<file path="src/rtl/uart_rx_fifo.sv">
// UART receiver with mid-bit sampling, start-glitch rejection, framing/overrun flags and a FWFT RX FIFO.
// Optional parity stage is compiled in with `define UART_RX_PARITY_EN (sense set by PARITY_ODD).
module uart_rx_fifo #(
    parameter int CLK_FREQ   = 25_000_000,
    parameter int BAUD       = 115_200,
    parameter int DATA_BITS  = 8,
    parameter int FIFO_DEPTH = 4,
    parameter int PARITY_ODD = 0
) (
    input  logic                 clk_i,
    input  logic                 rstn_i,
    input  logic                 uart_rx_i,
    input  logic                 rd_i,
    output logic [DATA_BITS-1:0] data_o,
    output logic                 valid_o,
    output logic                 wr_o,
    output logic                 frame_err_o,
    output logic                 overrun_o,
    output logic                 parity_err_o
);
    localparam int CLKS_PER_BIT = CLK_FREQ / BAUD;
    localparam int MID          = CLKS_PER_BIT / 2;
    localparam int CW           = $clog2(CLKS_PER_BIT);
    localparam int AW           = $clog2(FIFO_DEPTH);
    localparam int CNTW         = AW + 1;

    localparam logic [2:0] S_IDLE   = 3'd0;
    localparam logic [2:0] S_START  = 3'd1;
    localparam logic [2:0] S_DATA   = 3'd2;
    localparam logic [2:0] S_STOP   = 3'd4;
`ifdef UART_RX_PARITY_EN
    localparam logic [2:0] S_PARITY = 3'd3;
`endif

    logic                 rx_meta, rx_sync;
    logic [2:0]           state;
    logic [CW-1:0]        cnt;
    logic [3:0]           bit_idx;
    logic [DATA_BITS-1:0] shreg;
    logic                 brk;
    logic                 mid;
    logic                 stop_samp;
    logic                 par_bad;
    logic                 good;

    logic [FIFO_DEPTH-1:0][DATA_BITS-1:0] mem;
    logic [AW-1:0]        wptr, rptr;
    logic [CNTW-1:0]      count;
    logic                 full, push, pop;

    always_ff @(posedge clk_i) begin
        if (!rstn_i) begin
            rx_meta <= 1'b1;
            rx_sync <= 1'b1;
        end else begin
            rx_meta <= uart_rx_i;
            rx_sync <= rx_meta;
        end
    end

    assign mid       = (cnt == CW'(MID));
    assign stop_samp = (state == S_STOP) && mid;
    assign good      = stop_samp && rx_sync && !par_bad;

    always_ff @(posedge clk_i) begin
        if (!rstn_i) begin
            state       <= S_IDLE;
            cnt         <= '0;
            bit_idx     <= '0;
            shreg       <= '0;
            brk         <= 1'b0;
            frame_err_o <= 1'b0;
        end else begin
            frame_err_o <= 1'b0;
            // Counter free-runs one bit period at a time once a start edge is seen
            if (state == S_IDLE || cnt == CW'(CLKS_PER_BIT - 1))
                cnt <= '0;
            else
                cnt <= cnt + 1'b1;
            case (state)
                S_IDLE: begin
                    if (brk) begin
                        if (rx_sync) brk <= 1'b0;
                    end else if (!rx_sync) begin
                        state <= S_START;
                    end
                end
                S_START: begin
                    if (mid) begin
                        state   <= rx_sync ? S_IDLE : S_DATA;
                        bit_idx <= '0;
                    end
                end
                S_DATA: begin
                    if (mid) begin
                        shreg   <= {rx_sync, shreg[DATA_BITS-1:1]};
                        bit_idx <= bit_idx + 1'b1;
                        if (bit_idx == 4'(DATA_BITS - 1))
`ifdef UART_RX_PARITY_EN
                            state <= S_PARITY;
`else
                            state <= S_STOP;
`endif
                    end
                end
`ifdef UART_RX_PARITY_EN
                S_PARITY: begin
                    if (mid) state <= S_STOP;
                end
`endif
                S_STOP: begin
                    // Leave at mid-stop so a back-to-back start edge is not missed
                    if (mid) begin
                        state <= S_IDLE;
                        if (!rx_sync) begin
                            frame_err_o <= 1'b1;
                            brk         <= 1'b1;
                        end
                    end
                end
                default: state <= S_IDLE;
            endcase
        end
    end

`ifdef UART_RX_PARITY_EN
    logic par_bit;

    always_ff @(posedge clk_i) begin
        if (!rstn_i) begin
            par_bit      <= 1'b0;
            parity_err_o <= 1'b0;
        end else begin
            if (state == S_PARITY && mid) par_bit <= rx_sync;
            parity_err_o <= stop_samp && rx_sync && par_bad;
        end
    end

    assign par_bad = par_bit != ((^shreg) ^ PARITY_ODD[0]);
`else
    assign par_bad      = 1'b0;
    // Parameter kept referenced so both builds share one interface
    assign parity_err_o = 1'b0 & PARITY_ODD[0];
`endif

    assign full    = (count == CNTW'(FIFO_DEPTH));
    assign valid_o = (count != '0);
    assign pop     = rd_i && valid_o;
    assign push    = good && (!full || pop);
    assign data_o  = valid_o ? mem[rptr] : '0;

    always_ff @(posedge clk_i) begin
        if (push) mem[wptr] <= shreg;
    end

    always_ff @(posedge clk_i) begin
        if (!rstn_i) begin
            wptr      <= '0;
            rptr      <= '0;
            count     <= '0;
            wr_o      <= 1'b0;
            overrun_o <= 1'b0;
        end else begin
            wr_o      <= push;
            overrun_o <= good && full && !pop;
            if (push) wptr <= wptr + 1'b1;
            if (pop)  rptr <= rptr + 1'b1;
            case ({push, pop})
                2'b10:   count <= count + 1'b1;
                2'b01:   count <= count - 1'b1;
                default: count <= count;
            endcase
        end
    end
endmodule

</file>
<file path="config.mk">
export PLATFORM = sky130hd
export DESIGN_NAME = uart_rx_fifo
export DESIGN_NICKNAME = d
export VERILOG_FILES = /design/src/rtl/uart_rx_fifo.sv
export SDC_FILE = /design/constraint.sdc
export NUM_CORES = 1
export LEC_CHECK = 0
export ABC_CLOCK_PERIOD_IN_PS = 2400
export BUFFER_PORTS_ARGS = -buffer_cell sky130_fd_sc_hd__buf_2
export CORE_UTILIZATION = 35
export DETAILED_ROUTE_END_ITERATION = 10
export SYNTH_ARGS = -nofsm -noshare
export SYNTH_HDL_FRONTEND = slang
export SYNTH_SLANG_ARGS = --single-unit
export TNS_END_PERCENT = 1
</file>
<file path="constraint.sdc">
create_clock -name clk_i -period 2.4 [get_ports clk_i]
set_input_delay 0.24 -clock clk_i [delete_from_list [all_inputs] [get_ports clk_i]]
set_output_delay 0.24 -clock clk_i [all_outputs]
set_load 0.02 [all_outputs]
</file>
======== Yosys cells after proc, flatten, opt, wreduce, memory -nomap -nowiden ========
Index checks and enable logic that the tools add are counted.
storage, ports and cells
  output and inout port bits .............. 13
  register bits after elaboration ......... 68
  word-level logic and storage cells ...... 88
operators by class
  magnitude comparators ................... 3
  mux-type cells .......................... 23
  equal/unequal tests ..................... 16
  add/subtract/negate cells ............... 6
  bitwise operators ....................... 1
  reduce and logical (&&, ||, !) cells .... 22
operator list
  cell                   count
  $bwmux W32             1
  $mux W8                3
  $mux W3                6
  $bmux W8 S2            1
  $demux W8 S2           1
  $ne A2 B2 Y1 const B   7
  $pmux W3 S4            1
  $reduce_and A3 Y1      3
  $add A8 B1 Y8 const B  1
  $eq A8 B7 Y1 const B   1
  $eq A8 B8 Y1 const B   1
  $mux W4                2
  $pmux W4 S2            1
  $logic_and A1 B1 Y1    7
  $eq A3 B3 Y1 const B   2
  $lt A2 B3 Y1 const B   2
  $pmux W3 S2            1
  $reduce_and A6 Y1      1
  $reduce_bool A2 Y1     3
  $add A2 B1 Y2 const B  2
  $add A4 B1 Y4 const B  1
  $eq A4 B3 Y1 const B   1
  $mux W1                4
  $add A3 B1 Y3 const B  1
  other kinds (15)       17

======== Logic depth before layout (Yosys ltp) ========
Gate-level depths: netlist of run 1.
  depth after elaboration ................. 6
  mapped depth ............................ 11
  mapped depth without buffers ............ 11

======== Worst setup path after synthesis of run 1 ========
OpenSTA, ideal clock, no wires.
  kind .................................... reg2reg
  from .................................... register cnt[0]
  to ...................................... register count[2]
  stages on the path, launching flop included .. 12
  period minus slack after synthesis ...... 2.306 ns
  slack ................................... 0.094 ns
  arrival ................................. 2.233 ns
  setup time .............................. 0.072 ns
  cells stage by stage .................... dfxtp_1 -> inv_1 -> ha_1 -> nand4b_4 -> nor4_2 -> inv_1 -> ha_1 -> inv_1 -> fa_1 -> xor2_1 -> or3_1 -> a21oi_1
on the way
  word-level cells in the longest chain between the ends .. 6
RTL lines
  item                                               line  text
  from (decl)                                        37    logic [CW-1:0] cnt;
  from (signal assigned)                             79    cnt <= cnt + 1'b1;
  $eq A8 B7 Y1 *                                     61    assign mid = (cnt == CW'(MID));
  $logic_and A1 B1 Y1 *                              62    assign stop_samp = (state == S_STOP) && mid;
  $logic_and A1 B1 Y1 *                              63    assign good = stop_samp && rx_sync && !par_bad;
  $logic_and A1 B1 Y1 *                              149   assign push = good && (!full || pop);
  $eq A2 B1 Y1 or $eq A2 B2 Y1 (tied branches)       168   case ({push, pop})
  $pmux W3 S2 or $reduce_bool A2 Y1 (tied branches)  --
  to (signal assigned)                               169   2'b10: count <= count + 1'b1;
  to (signal assigned)                               170   2'b01: count <= count - 1'b1;
  to (signal assigned)                               171   default: count <= count;
  to (decl)                                          48    logic [CNTW-1:0] count;
Mark *: on every way between the ends. The rest lies on a longest branch, timed or not.
A chain may end at the register's enable or synchronous reset.

======== Final worst setup path of run 1 ========
  from .................................... register count[0]
  to ...................................... register count[2]
on the way
  word-level cells in the longest chain between the ends .. 6
RTL lines
  item                                                     line
  $eq A3 B3 Y1 or $reduce_bool A3 Y1 (tied branches)       146, 147
  $logic_not A1 Y1 or $logic_and A1 B1 Y1 (tied branches)  149, 148
  $logic_or A1 B1 Y1                                       149
  $logic_and A1 B1 Y1                                      149
  $eq A2 B1 Y1 or $eq A2 B2 Y1 (tied branches)             168
  $pmux W3 S2 or $reduce_bool A2 Y1 (tied branches)        --
Several ways; a longest one is shown, not always the timed one.

==> metrics, run 1 <==
Setup crit start kind=register; f_max=445 MHz; Core ar.=0.00789 sq mm; fin util=0.426; RSZ-0062 raised after global routing=false; final hold viol count=0; Final nets=276; initial antenna violation count=0; Largest delay share family, worst path=simple AND/OR/NAND/NOR gates; die area=0.00869 sq mm; GPL Wtd Cong=0.771; Area growth, synth to finish=15.4%; Critical Path Most Common Cell=inv_1; grt ovf=0; share of the clock period used by the worst path=0.937; adder-cell share of the synthesized area=0.0413; Post-synth ARST share=0; Post-Synth XOR/XNOR Area=0.0331; Die Ht=93.2 um; CTS buffer count=9; Port Buf Inserts=15; largest family of logic cells by synthesized area=simple AND/OR/NAND/NOR gates; Post-Syn Area=0.00291 sq mm; slowest stage cell on the critical path=fa_1; Avg WL per Cell=13.6 um; PD cells=659 mW/mm^2; Row Count=32; Die W=93.2 um; clock root cell=clkbuf_8; DR pass1 iterations=4; most frequent cells in the layout=dfxtp_1 (36), edfxtp_1 (32), nor2_1 (28); drt drc=0; TritonCTS clock tree=done; mean area per synthesized cell=12.2 sq um; Initial Utilization=0.369; Critical Path Max Stage Delay=0.37 ns; max_cap viols=0; routed vias=1802; final WL=5050 um; worst path required time=2.67 ns; vias per std cell=4.87; Rel. slew slack=0.568; register area share after synthesis=0.578; I/O pin cnt=17; share of layout cells above drive strength 1=0.209; Post-synth EDFFs=32; min Tclk post-route=2.25 ns; ys flop type=dfxtp_1; setup tns final=0 ns; Hold WC Path Type=in2reg; pin count of the biggest net entering global routing=19; syn_nets=251; CP arrival=2.52 ns; Syn Inst Count=238; Synth Area in Compound Gates=0.0464; most common library cell in the layout ignoring fill and taps=dfxtp_1; CP cell instances=nor4b_2 -> buf_4 -> nor4_4 -> inv_1 -> ha_1 -> inv_1 -> fa_1 -> xor2_1 -> or3_1 -> a21oi_1; clock latency at the later pin of the worst-skew pair=0.35 ns; vias in the first global route=1813; critical path class=reg2reg; Max Root-Sink Buffers=2; clock-pin slew on the worst setup and hold paths=0.08 ns; Synth Area in Simple Gates=0.174; mux contribution to synthesized area=0.0928; Bufs and invs on worst path=3; synth warn=0; Slew Limit Fails=0; first-pass GRT wire length=8870 um; gr usage total=0.137; Iteration-0 DRC Markers=86; Worst Max-Slew Pin Slew=0.645 ns; Netlist cell types=49; P_leak=1.16 nW; post-DP HPWL=3310 um; critical path capture point type=register; status=finished clean; htree depth=3; Routed Antenna Nets=0; CP Max Fanout=4; clk_skew=0.00695 ns; Fin Hold WS=0.0674 ns; worst vdd ir=0.297 mV; # setup viols final=0; antenna cells=0; FF+latch count, synth=68; clk sinks=68
synth_stat cells (all sizes together), types with 4 or more instances:
library cell	number	area share
dfxtp	36	0.25
edfxtp	32	0.33
mux4	8	0.062
xnor2	5	0.015
ha	8	0.034
nand2	9	0.012
nor2	28	0.036
clkbuf	5	0.0064
nand3	9	0.015
xor2	6	0.018
mux2i	9	0.031
inv	13	0.017
and2	13	0.028
a21oi	7	0.012
buf	5	0.0090
or3	5	0.011
nand2b	4	0.0086
stage by stage:
stage,power (W),setup slack (ns),std cells,cell area [sq um]
2_1_floorplan,0.00126,0.0941,238,2910
3_3_place_gp,0.00127,0.153,354,3140
3_5_place_dp,0.00127,0.0987,354,3140
4_1_cts,0.00224,0.0736,370,3340
5_1_grt,0.00231,0.0230,370,3360
6_report,0.00221,0.151,370,3360
routing by layer:
layer | wire length (um) | global-route usage
met1 | 2330 | 0.168
met2 | 2430 | 0.219
met3 | 197 | 0.0488
met4 | 93 | 0.0538
met5 | 0 | 0
layout make-up:
class / instances / area, sq um
sequential: 68 / 1680
fill: 728 / 4530
multi-input combinational: 146 / 1150
tap: 102 / 128
clock buffer: 9 / 124
clock inverter: 7 / 81.3
inverter: 14 / 52.6
timing repair buffer: 24 / 143
path summary, 6_finish.rpt:
path / from / endpoint / slack (ns) / depth (start not counted)
min: uart_rx_i / rx_meta / 0.07 / 2
max: count[0] / count[2] / 0.15 / 10
min reg2reg: rx_meta / rx_sync / 0.41 / 1
max reg2reg: count[0] / count[2] / 0.15 / 10
worst reg2reg max path, stage by stage (launching register included):
cell,delay [ns]
dfxtp_1,0.36
nor4b_2,0.33
buf_4,0.19
nor4_4,0.05
inv_1,0.06
ha_1,0.17
inv_1,0.06
fa_1,0.37
xor2_1,0.15
or3_1,0.30
a21oi_1,0.13
flip-flops by register name (all words and copies together) (netlist names):
name,count
cnt,8
mem,32
frame_err_o,1
count,3
state,3
rx_meta,1
brk,1
wptr,2
bit_idx,4
wr_o,1
shreg,8
rptr,2
overrun_o,1
rx_sync,1
timing repair:
action,4_1_cts,5_1_grt
hold buffers,0,0
endpoints found under the setup margin,0,2
setup buffers,0,0
gates resized for setup,0,3
logic make-up (layout without fill, tap and decap cells):
logic type / count (synthesis) / after routing
and+or+nand+nor: 88 / 88
adders and majority gates: 9 / 9
DFF: 68 / 68
muxes: 17 / 17
buffers and inverters: 24 / 54
AOI/OAI and AO/OA: 20 / 20
other: 1 / 1
xor gates and xnor gates: 11 / 11
report_power, final:
part	switching [W]	leakage, nW	internal, W
clock	0.000474	0.101	0.000494
sequential	0.00000608	0.587	0.00121
combinational	0.0000221	0.468	0.0000116
(Power assumes the default switching activity.)
==> run 2: changes to the inputs <==
--- a/config.mk
+++ b/config.mk
@@ -6,9 +6,10 @@
 export NUM_CORES = 1
 export LEC_CHECK = 0
 export ABC_CLOCK_PERIOD_IN_PS = 2400
-export BUFFER_PORTS_ARGS = -buffer_cell sky130_fd_sc_hd__buf_2
+export CAP_MARGIN = 20
 export CORE_UTILIZATION = 35
 export DETAILED_ROUTE_END_ITERATION = 10
+export DONT_BUFFER_PORTS = 1
 export SYNTH_ARGS = -nofsm -noshare
 export SYNTH_HDL_FRONTEND = slang
 export SYNTH_SLANG_ARGS = --single-unit
==> metrics, run 2 (synthesis gave the netlist of run 1 again) <==
status=finished clean; Max Root-Sink Buffers=2 (unchanged); Area growth, synth to finish=14.7%; Die Ht=93.2 um (unchanged); CP Max Fanout=4 (unchanged); share of the clock period used by the worst path=0.912 (-0.0248); Largest Register=mem; pin count of the biggest net entering global routing=19 (unchanged); Finished Cell Area=0.00334 sq mm (-0.60%); Fillers=717 (-1.5%); worst path required time=2.66 ns (about the same); Rel. slew slack=0.586 (+0.0175); Port Buf Inserts=0 (-15); Avg WL per Cell=14.0 um (+2.6%); TritonCTS clock tree=done; first-pass GRT wire length=8690 um (-2.0%); gr usage total=0.134 (-0.00269); DR pass1 iterations=4 (unchanged); worst vdd ir=0.296 mV (-0.37%); Routed Antenna Nets=0 (unchanged); clock latency at the later pin of the worst-skew pair=0.34 ns (about the same); Initial Utilization=0.369 (unchanged); most frequent cells in the layout=dfxtp_1 (36), edfxtp_1 (32), nor2_1 (28); Iteration-0 DRC Markers=65 (-24%); Die W=93.2 um (unchanged); share of layout cells above drive strength 1=0.157 (-0.0521); f_max=457 MHz (+2.7%); setup tns final=0 ns (unchanged); CTS buffer count=9 (unchanged); RSZ-0062 raised after global routing=false; Setup crit start kind=register; final hold viol count=0 (unchanged); GPL Wtd Cong=0.741 (-3.9%); drt drc=0 (unchanged); initial antenna violation count=0 (unchanged); min Tclk post-route=2.19 ns (-0.0596 ns); Final nets=263 (-4.7%); CP arrival=2.45 ns (-0.07 ns); clk sinks=68 (unchanged); DP Area=0.00306 sq mm (-2.4%); I/O pin cnt=17 (unchanged); leading registers by flop count=mem: 32 flops, cnt: 8 flops, shreg: 8 flops; max_cap viols=0 (unchanged); vias in the first global route=1753 (-3.3%); die area=0.00869 sq mm (unchanged); post-DP HPWL=3250 um (-1.7%); grt ovf=0 (unchanged); PD cells=708 mW/mm^2 (+7.4%); P_leak=1.10 nW (-4.5%); clock root cell=clkbuf_8; htree depth=3 (unchanged); Slew Limit Fails=0 (unchanged); critical path class=reg2reg; Hold WC Path Type=in2reg; Worst Max-Slew Pin Slew=0.619 ns (-0.0261 ns); most common library cell in the layout ignoring fill and taps=dfxtp_1; # setup viols final=0 (unchanged); max reg flops=32 (unchanged); clk_skew=0.00837 ns (+0.00142 ns); vias per std cell=4.88 (+0.13%); routed vias=1741 (-3.4%); Setup Buffers After CTS=0 (unchanged); Pwr Total=0.00236 W (+6.7%); final WL=5000 um (-0.97%); clock-pin slew on the worst setup and hold paths=0.07 ns (about the same); Row Count=32 (unchanged); Core ar.=0.00789 sq mm (unchanged); Multi-input gate area=0.00115 sq mm (unchanged); register area=0.00168 sq mm (unchanged); antenna cells=0 (unchanged); critical path capture point type=register
==> run 2: changes by cell type in the layout (fill, tap and decap cells not counted), sizes merged, moves of 2 or more <==
| cell | before | now |
|---|---|---|
| dlygate4sd3 | 0 | 2 |
| inv | 16 | 13 |
| buf | 24 | 9 |
| bufinv | 1 | 3 |
==> run 2: worst paths after layout <==
kind / startpoint / to / slack, ns / depth (start not counted)
worst min-delay path: rstn_i / bit_idx[0] / 0.03 / 1
worst max-delay path: count[1] / count[2] / 0.21 / 10
worst min register to register: rx_meta / rx_sync / 0.41 / 1
worst max register to register: count[1] / count[2] / 0.21 / 10
==> run 2: worst max-delay path: stages (launching register included) <==
cell and delay [ns]:
dfxtp_1 0.34, nor4b_2 0.29, buf_4 0.18, nor4_4 0.04
inv_1 0.07, ha_1 0.17, inv_1 0.06, fa_1 0.37
xor2_1 0.16, or3_1 0.30, a21oi_1 0.14
==> run 2: routing by layer <==
layer  vias to the layer above  share of wire  global-route usage  wire (um)
met4                         0          0.015              0.0603         75
met2                        33           0.49               0.211       2450
met1                       825           0.46               0.164       2290
li1                        875              -                   -          -
met3                         8          0.037              0.0488        186
met5                         -              0                   0          0
==> run 2: layout make-up <==
type                    count  share of cell area
well taps                 102              0.0382
clock buffers              10              0.0382
clock inverters             6              0.0337
inverters                  14              0.0157
multi-input cells         146               0.344
repair buffers             11              0.0262
flip-flops and latches     68               0.504
==> run 2: per-stage QoR <==
step | worst slack (ns) | hold slack, ns | util | instances
2_1_floorplan | 0.0941 | 0.341 | - | 238
3_3_place_gp | 0.225 | 0.316 | 0.388 | 339
3_5_place_dp | 0.105 | 0.318 | 0.388 | 339
4_1_cts | 0.0825 | 0.0143 | 0.421 | 357
5_1_grt | 0.0160 | 0.000747 | 0.423 | 357
6_report | 0.210 | 0.0317 | 0.423 | 357
==> run 2: where the power goes <==
| part | switching [W] | leakage (nW) | internal [W] | total, W |
|---|---|---|---|---|
| Clock | 0.000426 | 0.120 | 0.000692 | 0.00112 |
| Sequential | 0.00000563 | 0.587 | 0.00121 | 0.00121 |
| Combinational | 0.0000197 | 0.396 | 0.0000120 | 0.0000317 |
==> run 2: timing repair <==
item / CTS / global route
gates resized for setup: 0 / 3
endpoints found under the setup margin: 0 / 2
hold endpoints to repair: 2 / 0
hold buffers: 2 / 0
